**src/rtl/rv32i_pkg.sv**
```systemverilog
// Shared definitions for the GCD host controller slice.
//   - Register-file addresses used by the GCD firmware.
//   - Host-controller FSM state encoding.
//   - Helper that recognises the firmware's completing writeback.
package rv32i_pkg;

  // Register-file addresses the GCD firmware uses.
  localparam logic [4:0] GCD_A      = 5'd28;
  localparam logic [4:0] GCD_B      = 5'd29;
  localparam logic [4:0] GCD_RESULT = 5'd10;
  localparam logic [4:0] GCD_START  = 5'd31;

  typedef enum logic [1:0] {
    IDLE = 2'd0,
    RUN  = 2'd1,
    RESP = 2'd2
  } gcd_state_e;

  // True when a writeback lands on the result register. x0 is hard-wired
  // to zero in the core, so a write to it can never carry a result, even
  // if the result register is configured as 0.
  function automatic logic is_result_write(input logic       we,
                                           input logic [4:0] addr,
                                           input logic [4:0] result_reg);
    return we && (addr == result_reg) && (addr != 5'd0);
  endfunction

endpackage

```
**src/rtl/gcd_host_ctrl_if.sv**
```systemverilog
// Host-side request/response bundle of the GCD host controller.
//   master : the external host (drives requests, accepts responses)
//   slave  : gcd_host_ctrl (accepts requests, returns responses)
// Signals:
//   req_valid/req_ready      request handshake
//   req_a/req_b              request operands
//   resp_valid/resp_ready    response handshake
//   resp_result/resp_err     GCD result (0 on error) and timeout flag
//   cycles_used              RUN cycles spent on the last request
interface gcd_host_ctrl_if #(
  parameter int CNT_W = 32
) ();

  logic             req_valid;
  logic             req_ready;
  logic [31:0]      req_a;
  logic [31:0]      req_b;
  logic             resp_valid;
  logic             resp_ready;
  logic [31:0]      resp_result;
  logic             resp_err;
  logic [CNT_W-1:0] cycles_used;

  modport master (
    output req_valid, req_a, req_b, resp_ready,
    input  req_ready, resp_valid, resp_result, resp_err, cycles_used
  );

  modport slave (
    input  req_valid, req_a, req_b, resp_ready,
    output req_ready, resp_valid, resp_result, resp_err, cycles_used
  );

endinterface

```
**src/rtl/gcd_host_ctrl_timeout_cnt.sv**
```systemverilog
// gcd_timeout_cnt: saturating up-counter for the RUN-state timeout.
// Ports:
//   clk, rst_n  clock, synchronous active-low reset
//   clr         load zero (wins over en)
//   en          increment by one, sticking at all-ones
//   count       current count
//   tc          terminal count: count+1 equals TIMEOUT_CYCLES
module gcd_timeout_cnt #(
  parameter int          CNT_W          = 32,
  parameter int unsigned TIMEOUT_CYCLES = 65536
) (
  input  logic             clk,
  input  logic             rst_n,
  input  logic             clr,
  input  logic             en,
  output logic [CNT_W-1:0] count,
  output logic             tc
);

  logic [CNT_W-1:0] count_q;

  // NOTE: the reset is synchronous, so it lives inside the clocked branch
  // and rst_n is not in the sensitivity list.
  always_ff @(posedge clk) begin
    if (!rst_n) begin
      count_q <= '0;
    end else if (clr) begin
      count_q <= '0;
    end else if (en && !(&count_q)) begin
      count_q <= count_q + CNT_W'(1);
    end
  end

  assign count = count_q;

  // Compare at 64 bits so count+1 cannot wrap to a false match; once the
  // counter sticks at all-ones a timeout larger than 2^CNT_W never fires.
  assign tc = ((64'(count_q) + 64'd1) == 64'(TIMEOUT_CYCLES));

endmodule

```
**src/rtl/gcd_host_ctrl.sv**
```systemverilog
// gcd_host_ctrl: host command controller for the firmware GCD engine.
// Accepts an operand pair from the host, presents it to the register file
// with a level start flag, waits for the firmware to write the result
// register, and returns that value (or a timeout error) to the host.
// Ports:
//   clk, rst_n   clock, synchronous active-low reset
//   host         gcd_host_ctrl_if.slave request/response bundle
//   wb_we/addr/data  register-file writeback bus (observed only)
//   gcd_a/gcd_b  held operands to the register file
//   calc_start   start flag to the register file, high during RUN
//   busy         high in RUN and RESP
// TIMEOUT_CYCLES must be at least 2.
module gcd_host_ctrl
  import rv32i_pkg::*;
#(
  parameter int unsigned TIMEOUT_CYCLES = 65536,
  parameter int          CNT_W          = 32,
  parameter logic [4:0]  RESULT_REG     = GCD_RESULT
) (
  input  logic        clk,
  input  logic        rst_n,
  gcd_host_ctrl_if.slave host,
  input  logic        wb_we,
  input  logic [4:0]  wb_addr,
  input  logic [31:0] wb_data,
  output logic [31:0] gcd_a,
  output logic [31:0] gcd_b,
  output logic        calc_start,
  output logic        busy
);

  gcd_state_e state_q, state_d;

  logic [31:0]      gcd_a_q, gcd_a_d;
  logic [31:0]      gcd_b_q, gcd_b_d;
  logic             calc_start_q, calc_start_d;
  logic             busy_q, busy_d;
  logic             resp_valid_q, resp_valid_d;
  logic [31:0]      resp_result_q, resp_result_d;
  logic             resp_err_q, resp_err_d;
  logic [CNT_W-1:0] cycles_used_q, cycles_used_d;

  logic             cnt_clr, cnt_en, cnt_tc;
  logic [CNT_W-1:0] cnt, cnt_plus1;

  logic accept, done, resp_hs;

  assign accept  = (state_q == IDLE) && host.req_valid;
  assign done    = is_result_write(wb_we, wb_addr, RESULT_REG);
  assign resp_hs = resp_valid_q && host.resp_ready;

  // cycles_used reports count+1, held at all-ones rather than wrapping.
  assign cnt_plus1 = (&cnt) ? cnt : cnt + CNT_W'(1);

  gcd_timeout_cnt #(
    .CNT_W         (CNT_W),
    .TIMEOUT_CYCLES(TIMEOUT_CYCLES)
  ) u_timeout_cnt (
    .clk  (clk),
    .rst_n(rst_n),
    .clr  (cnt_clr),
    .en   (cnt_en),
    .count(cnt),
    .tc   (cnt_tc)
  );

  // State register.
  // NOTE: sequential state uses non-blocking assignments so every flop
  // samples pre-edge values regardless of block ordering.
  always_ff @(posedge clk) begin
    if (!rst_n) state_q <= IDLE;
    else        state_q <= state_d;
  end

  // Next-state logic.
  // NOTE: every combinational output is given a default first, so no path
  // leaves it unassigned and no latch is inferred.
  always_comb begin
    state_d = state_q;
    unique case (state_q)
      IDLE:    if (accept)            state_d = RUN;
      RUN:     if (done || cnt_tc)    state_d = RESP;
      RESP:    if (resp_hs)           state_d = IDLE;
      default:                        state_d = IDLE;
    endcase
  end

  // Output logic: next values of the registered outputs and counter control.
  always_comb begin
    gcd_a_d       = gcd_a_q;
    gcd_b_d       = gcd_b_q;
    calc_start_d  = calc_start_q;
    resp_valid_d  = resp_valid_q;
    resp_result_d = resp_result_q;
    resp_err_d    = resp_err_q;
    cycles_used_d = cycles_used_q;
    cnt_clr       = 1'b0;
    cnt_en        = 1'b0;

    unique case (state_q)
      IDLE: begin
        if (accept) begin
          gcd_a_d      = host.req_a;
          gcd_b_d      = host.req_b;
          calc_start_d = 1'b1;
          cnt_clr      = 1'b1;
        end
      end
      RUN: begin
        cnt_en = 1'b1;
        // Completion is checked first so a result arriving on the timeout
        // cycle is still delivered without an error.
        if (done) begin
          resp_result_d = wb_data;
          resp_err_d    = 1'b0;
          cycles_used_d = cnt_plus1;
          calc_start_d  = 1'b0;
          resp_valid_d  = 1'b1;
        end else if (cnt_tc) begin
          resp_result_d = '0;
          resp_err_d    = 1'b1;
          cycles_used_d = cnt_plus1;
          calc_start_d  = 1'b0;
          resp_valid_d  = 1'b1;
        end
      end
      RESP: begin
        if (resp_hs) resp_valid_d = 1'b0;
      end
      default: begin
        calc_start_d = 1'b0;
        resp_valid_d = 1'b0;
      end
    endcase

    busy_d = (state_d != IDLE);
  end

  // Registered outputs. A reset mid-request drops everything, so no
  // response is ever issued for the aborted request.
  always_ff @(posedge clk) begin
    if (!rst_n) begin
      gcd_a_q       <= '0;
      gcd_b_q       <= '0;
      calc_start_q  <= 1'b0;
      busy_q        <= 1'b0;
      resp_valid_q  <= 1'b0;
      resp_result_q <= '0;
      resp_err_q    <= 1'b0;
      cycles_used_q <= '0;
    end else begin
      gcd_a_q       <= gcd_a_d;
      gcd_b_q       <= gcd_b_d;
      calc_start_q  <= calc_start_d;
      busy_q        <= busy_d;
      resp_valid_q  <= resp_valid_d;
      resp_result_q <= resp_result_d;
      resp_err_q    <= resp_err_d;
      cycles_used_q <= cycles_used_d;
    end
  end

  assign gcd_a      = gcd_a_q;
  assign gcd_b      = gcd_b_q;
  assign calc_start = calc_start_q;
  assign busy       = busy_q;

  assign host.req_ready   = (state_q == IDLE);
  assign host.resp_valid  = resp_valid_q;
  assign host.resp_result = resp_result_q;
  assign host.resp_err    = resp_err_q;
  assign host.cycles_used = cycles_used_q;

endmodule
```
**src/flat_wrapper.sv**
```systemverilog
// flat-port wrapper written by rule: the top's interface ports become plain ports
module gcd_host_ctrl_flat import rv32i_pkg::*;
#(
  parameter int unsigned TIMEOUT_CYCLES = 65536,
  parameter int          CNT_W          = 32,
  parameter logic [4:0]  RESULT_REG     = GCD_RESULT
)
  (clk, rst_n, wb_we, wb_addr, wb_data, gcd_a, gcd_b, calc_start, busy, host_req_valid, host_req_a, host_req_b, host_resp_ready, host_req_ready, host_resp_valid, host_resp_result, host_resp_err, host_cycles_used);
  gcd_host_ctrl_if #(.CNT_W(CNT_W)) host_i ();
  input  logic clk;
  input  logic rst_n;
  input  logic wb_we;
  input  logic [4:0] wb_addr;
  input  logic [31:0] wb_data;
  output logic [31:0] gcd_a;
  output logic [31:0] gcd_b;
  output logic calc_start;
  output logic busy;
  input wire logic [$bits(host_i.req_valid)-1:0] host_req_valid;
  input wire logic [$bits(host_i.req_a)-1:0] host_req_a;
  input wire logic [$bits(host_i.req_b)-1:0] host_req_b;
  input wire logic [$bits(host_i.resp_ready)-1:0] host_resp_ready;
  output wire logic [$bits(host_i.req_ready)-1:0] host_req_ready;
  output wire logic [$bits(host_i.resp_valid)-1:0] host_resp_valid;
  output wire logic [$bits(host_i.resp_result)-1:0] host_resp_result;
  output wire logic [$bits(host_i.resp_err)-1:0] host_resp_err;
  output wire logic [$bits(host_i.cycles_used)-1:0] host_cycles_used;
  assign host_i.req_valid = host_req_valid;
  assign host_i.req_a = host_req_a;
  assign host_i.req_b = host_req_b;
  assign host_i.resp_ready = host_resp_ready;
  assign host_req_ready = host_i.req_ready;
  assign host_resp_valid = host_i.resp_valid;
  assign host_resp_result = host_i.resp_result;
  assign host_resp_err = host_i.resp_err;
  assign host_cycles_used = host_i.cycles_used;
  gcd_host_ctrl #(.TIMEOUT_CYCLES(TIMEOUT_CYCLES), .CNT_W(CNT_W), .RESULT_REG(RESULT_REG)) u_core (.clk(clk), .rst_n(rst_n), .host(host_i), .wb_we(wb_we), .wb_addr(wb_addr), .wb_data(wb_data), .gcd_a(gcd_a), .gcd_b(gcd_b), .calc_start(calc_start), .busy(busy));
endmodule
```
**config.mk**
```make
export PLATFORM = sky130hd
export DESIGN_NAME = gcd_host_ctrl_flat
export DESIGN_NICKNAME = d
export VERILOG_FILES = /design/src/rtl/rv32i_pkg.sv /design/src/rtl/gcd_host_ctrl_if.sv /design/src/rtl/gcd_host_ctrl_timeout_cnt.sv /design/src/rtl/gcd_host_ctrl.sv /design/src/flat_wrapper.sv
export SDC_FILE = /design/constraint.sdc
export NUM_CORES = 1
export LEC_CHECK = 0
export CAP_MARGIN = 20
export CORE_MARGIN = 2
export CORE_UTILIZATION = 50
export DETAILED_ROUTE_END_ITERATION = 10
export HOLD_SLACK_MARGIN = 0.1
export PLACE_DENSITY = 0.86
export SLEW_MARGIN = 20
export SYNTH_ARGS = -nofsm -noshare
export SYNTH_HDL_FRONTEND = slang
export SYNTH_HIERARCHICAL = 1
export SYNTH_SLANG_ARGS = --single-unit
export TNS_END_PERCENT = 30
```
**constraint.sdc**
```tcl
create_clock -name clk -period 7.61 [get_ports clk]
set_input_delay 1.522 -clock clk [delete_from_list [all_inputs] [get_ports clk]]
set_output_delay 1.522 -clock clk [all_outputs]
set_load 0.01 [all_outputs]
```
; After elaboration in Yosys (flattened, before gate mapping)
; Cells that the tools add are included.
[classes]
addsub = 2
n_eq_ne = 7
mux = 21
n_bitwise = 3
reduce_logical = 17
[ops]
columns = cell, count
row1 = $mux W32, 5
row2 = $add A32 B1 Y33 const B, 1
row3 = $eq A33 B17 Y1 const B, 1
row4 = $add A32 B1 Y32 const B, 1
row5 = $reduce_and A32 Y1, 1
row6 = $mux W1, 10
row7 = $mux W2, 3
row8 = $pmux W1 S3, 2
row9 = $pmux W2 S3, 1
row10 = $reduce_and A3 Y1, 2
row11 = $eq A5 B4 Y1 const B, 1
row12 = $logic_and A1 B1 Y1, 5
row13 = $reduce_bool A5 Y1, 1
row14 = $ne A2 B1 Y1 const B, 2
row15 = $reduce_and A2 Y1, 2
row16 = $reduce_bool A2 Y1, 2
row17 = $ne A3 B1 Y1 const B, 1
row18 = $not A1 Y1, 3
row19 = $eq A2 B1 Y1 const B, 1
row20 = $eq A2 B2 Y1 const B, 1
row21 = $logic_not A2 Y1, 1
row22 = $reduce_or A2 Y1, 1
row23 = $logic_not A1 Y1, 1
row24 = $logic_or A1 B1 Y1, 1
[word_totals]
reg_bits = 166
output_inout_bits = 133
wordCells = 60

; Depth between registers and ports, before layout
[depth]
word_depth = 7
depth_mapped = 16

; By module
; The synthesis kept the hierarchy.
[by_module_without_submodules]
columns = module, instances, cells_per_inst, area_per_inst_um2, seq_area_each_um2
row1 = gcd_host_ctrl, 1, 651, 5360.1, 2682.6
row2 = gcd_timeout_cnt, 1, 259, 2103.3, 640.6

; Worst setup path after synthesis
; OpenSTA, ideal clock, no wires.
[synth_timing]
path_kind = reg-to-reg
startpoint = register u_core.u_timeout_cnt.count_q[0] (netlist: u_core/u_timeout_cnt/count[0])
endpoint = register u_core.cycles_used_q[12] (netlist: u_core/host.cycles_used[12])
setup_ns = 0.070
arrival_time_ns = 3.177
required_ns = 7.540
setup_slack_ns = 4.362
stages_incl_launch_ff = 15
n_path_buf = 3
synth_period_minus_slack_ns = 3.248
cell_sequence = dfxtp_1 ha_1 and4_1 buf_6 nand3_4 nor4_4 a31oi_1 or3_1 nor4_2 a41o_1 and2_1 clkbuf_8 clkbuf_1 o211ai_1 a21oi_1
[synth_between]
elab_chain_cells = 4
[synth_rtl]
columns = item, line_no
row1 = "start, declared", gcd_host_ctrl_timeout_cnt.sv:20  ; logic [CNT_W-1:0] count_q;
row2 = "start signal, assigned", gcd_host_ctrl_timeout_cnt.sv:30  ; count_q <= count_q + CNT_W'(1);
row3 = $add A32 B1 Y33, gcd_host_ctrl_timeout_cnt.sv:38  ; assign tc = ((64'(count_q) + 64'd1) == 64'(TIMEOUT_CYCLES));
row4 = $eq A33 B17 Y1, gcd_host_ctrl_timeout_cnt.sv:38
row5 = net u_core.cnt_tc, gcd_host_ctrl.sv:43  ; logic cnt_clr, cnt_en, cnt_tc;
row6 = $reduce_bool A2 Y1 (no line), n/a
row7 = $reduce_and A2 Y1 (no line), n/a
row8 = "end signal, assigned", gcd_host_ctrl.sv:159  ; cycles_used_q <= cycles_used_d;
row9 = "end, declared", gcd_host_ctrl.sv:41  ; logic [CNT_W-1:0] cycles_used_q, cycles_used_d;
; The timed path passes the listed nets, and every way through them passes these cells. The select of a mux whose other input is x is not followed.
; A chain may end at the register's enable or synchronous reset.

; Final worst setup path
[layout_timing]
startpoint = register u_core.u_timeout_cnt.count_q[0] (netlist: u_core/u_timeout_cnt/count[0])
endpoint = register u_core.cycles_used_q[23] (netlist: u_core/host.cycles_used[23])
; The elaborated chain is that of the path after synthesis.

==> run_results.csv <==
group,metric,value,unit
run_status,status,"finished clean",
sta,hold_viol_final,0,
floorplan,fp-row-count,44,
sta,post-route-min-period,4352,ps
floorplan,die_x,126.2,um
drt,wire_per_inst,18.09,um
sta,holdWs,453.0,ps
clock_tree,clkSlewWorstSetupHoldPaths,60,ps
global_routing,grt-ovfl-total,0,
placed_design,dpl_cell_area,9813,um2
critical_path,crit_fanout,62,
job,maxCapViolations,0,
sta,rsz0062_at_grt,"no",
floorplan,io_pins,239,
global_routing,antenna_found_initial,1,
yosys,synth_edf_count,0,
worst_hold_path,holdCritPathClass,"flop to flop",
layout,fin_util,71.47,%
pwr,peakVddDrop,0.0001668,V
global_routing,grt_pass1_wl,36670,um
critical_path,critPathKind,"flop to flop",
clock_tree,post_cts_resize_count,0,
critical_path,cp.arrival,4690,ps
clock_tree,cts_max_level,4,
sta,setup_viol,0,
critical_path,startpoint_type,"flop",
yosys,syn_avg_cell_area,8.202,um2
critical_path,cp-end-kind,"flop",
clock_tree,cts-root-buf,"clkbuf_16",
layout,stdcell_area,10390,um2
global_routing,grt_start_max_net_pins,67,
critical_path,timing.reg2reg.setup_slack,3260,ps
floorplan,initial_utilization,51.35,%
sta,fmax,0.2298,GHz
clock_tree,tritoncts,"built",
global_routing,grt_pass1_vias,6993,
yosys,ys_seq_area_share,44.53,%
floorplan,die_h,126.2,um
drt,routed_wl,23650,um
layout,syn_to_final_growth,39.18,%
layout,drive_above_1_share,6.150,%
sta,setup_tns,0,ps
floorplan,dieArea,15920,um2
layout,multi_input_area,3772,um2
yosys,synth-main-ff-cell,"dfxtp_1",
yosys,netlist_area,7463,um2
global_routing,track_usage,28.83,%
sta,worst_slew_pin_slew,981.0,ps
yosys,yosysWarnings,6,
clock_tree,cts_hold_buffers,0,
clock_tree,clock_sinks,166,
drt,via_per_inst,5.803,
drt,drt-initial-drc-count,1006,
critical_path,crit_required,7950,ps
placed_design,gp_congestion,0.9110,
placed_design,place.detailed.hpwl,16200,um
pwr,cellLeakagePower,3.579,nW
yosys,synth_fp_nets,1019,
yosys,async_flop_share,0,%
drt,drt-pass1-iter-count,5,
drt,drc,0,
clock_tree,numCtsBuffers,17,
sta,fin_crit_sh,57.19,%
sta,drv_slew,0,
sta,clock_skew,10.49,ps
clock_tree,clock_path_buffers,2,
pwr,p_per_area,184.3,nW/um2
layout,ff_latch_area,3323,um2
drt,final_antenna_net_count,0,
drt,vias,7584,
yosys,synth_cell_types,66,
yosys,synth_cells,910,
floorplan,core,14530,um2
layout,n_fill_cell,1104,
yosys,synth_seq_cells,166,
sta,relSlewSlack,34.00,%
clock_tree,clkLatencyLatePin,430,ps
placed_design,port_buffers,238,
clock_tree,post_cts_buffers,0,
layout,layout.nets,1220,
## routing by layer
metal  vias up  track usage (%)  routed length [um]
met5         -                0                   0
met2       353            48.77               11640
li1       3625                -                   -
met4         0            13.32                 948
met1      3540            34.53                9068
met3        66            7.137                1986
## flip-flops by register name, indices dropped and copies added (netlist names), 2 cells and up
name,cells
u_core/gcd_a,32
u_core/gcd_b,32
u_core/host.cycles_used,32
u_core/host.resp_result,32
u_core/u_timeout_cnt/count,32
u_core/state_q,2
## critical path, stage by stage, from the launching register on
cell     delay (ps)
dfxtp_1         530
ha_1            290
and4_1          430
nand3_4         150
nor4_4          440
a31oi_1         120
or3_1           380
nor4_2          360
a41o_1          260
and2_2          830
o21ai_0         250
a31oi_1         220
## final timing paths
path              cells past startpoint                                       end                                        from
hold / removal                        2              u_core/gcd_a[1]$_SDFFE_PN0P_                u_core/gcd_a[1]$_SDFFE_PN0P_
setup / recovery                     11  u_core/host.cycles_used[23]$_SDFFE_PN0P_  u_core/u_timeout_cnt/count[0]$_SDFFE_PP0P_
hold reg to reg                       2              u_core/gcd_a[1]$_SDFFE_PN0P_                u_core/gcd_a[1]$_SDFFE_PN0P_
setup reg to reg                     11  u_core/host.cycles_used[23]$_SDFFE_PN0P_  u_core/u_timeout_cnt/count[0]$_SDFFE_PP0P_
## cell usage in the layout (no fill, tap or decap), types with 3 or more instances in the layout
cell type and count:
xor2_1 36, and2_1 6, xnor2_1 11, nor3_1 8
nand4_1 28, nor3b_1 3, clkinv_2 4, a21oi_1 83
nor2b_1 3, a22oi_1 32, o31ai_1 9, nor2_1 79
clkdlybuf4s50_1 238, nand3_1 36, o211ai_1 4, and2_2 3
clkinvlp_4 3, nand2b_1 4, a31oi_1 22, buf_4 8
ha_1 3, o21ai_0 49, a211oi_1 5, clkbuf_16 17
and4_1 9, or4_1 6, nor4_1 7, or3_1 12
dfxtp_1 166, clkbuf_8 3, inv_1 10, nand2_1 156
mux2i_1 3, and3_1 8
## kinds of logic (layout without fill, tap and decap cells)
family | count (synthesis) | count (layout) | share of synthesized area (%)
AOI/OAI and AO/OA | 220 | 220 | 17.74
xor gates and xnor gates | 47 | 47 | 5.515
adders and majority gates | 3 | 3 | 0.5030
buffers and inverters | 77 | 289 | 5.012
DFF | 166 | 166 | 44.53
muxes | 3 | 3 | 0.4024
other | 0 | 1 | 0
and+or+nand+nor | 394 | 394 | 26.30
## synthesized netlist by cell type, drive strengths merged (2+ instances only)
cell type,count,area (um2)
ha,3,37.54
nor3,10,60.06
a31oi,22,137.6
or3,14,90.08
mux2i,3,30.03
o2111ai,2,17.52
and2,10,67.56
nand2,158,595.6
nand3,39,225.2
nor3b,3,22.52
o31ai,10,88.83
buf,17,125.1
nand2b,4,25.02
a21oi,83,415.4
dfxtp,166,3323
nor2,81,306.6
inv,12,45.04
nand4,30,209.0
or2,2,12.51
nor2b,3,18.77
xor2,36,315.3
and3,10,65.06
o211a,2,20.02
clkbuf,48,204.0
o211ai,4,30.03
xnor2,11,96.34
o21a,2,15.01
o21ai,50,250.2
and4,12,111.4
or4,7,53.80
nor4,9,77.57
a22oi,32,240.2
a211oi,5,37.54
## power breakdown
group / internal [mW] / switching, mW
registers: 0.894 / 0.0134
logic: 0.108 / 0.0919
clock network: 0.471 / 0.337
total: 1.47 / 0.442
## metrics by stage
step / instances / total power, mW / worst slack [ps]
after floorplan: 910 / 0.9993 / 4362
after global placement: 1275 / 1.118 / 3532
after detailed placement: 1275 / 1.122 / 3485
after CTS: 1305 / 1.922 / 3356
after global routing: 1307 / 1.977 / 2942
final: 1307 / 1.914 / 3258
## layout make-up
class | count | area share, %
Multi-Input combinational cell | 667 | 36.32
Sequential cell | 166 | 31.99
Timing Repair Buffer | 247 | 23.71
Tap cell | 184 | 2.216
Clock inverter | 8 | 0.7348
Antenna cell | 1 | 0.02409
Inverter | 12 | 0.4457
Clock buffer | 22 | 4.565
(Power assumes the default switching activity.)
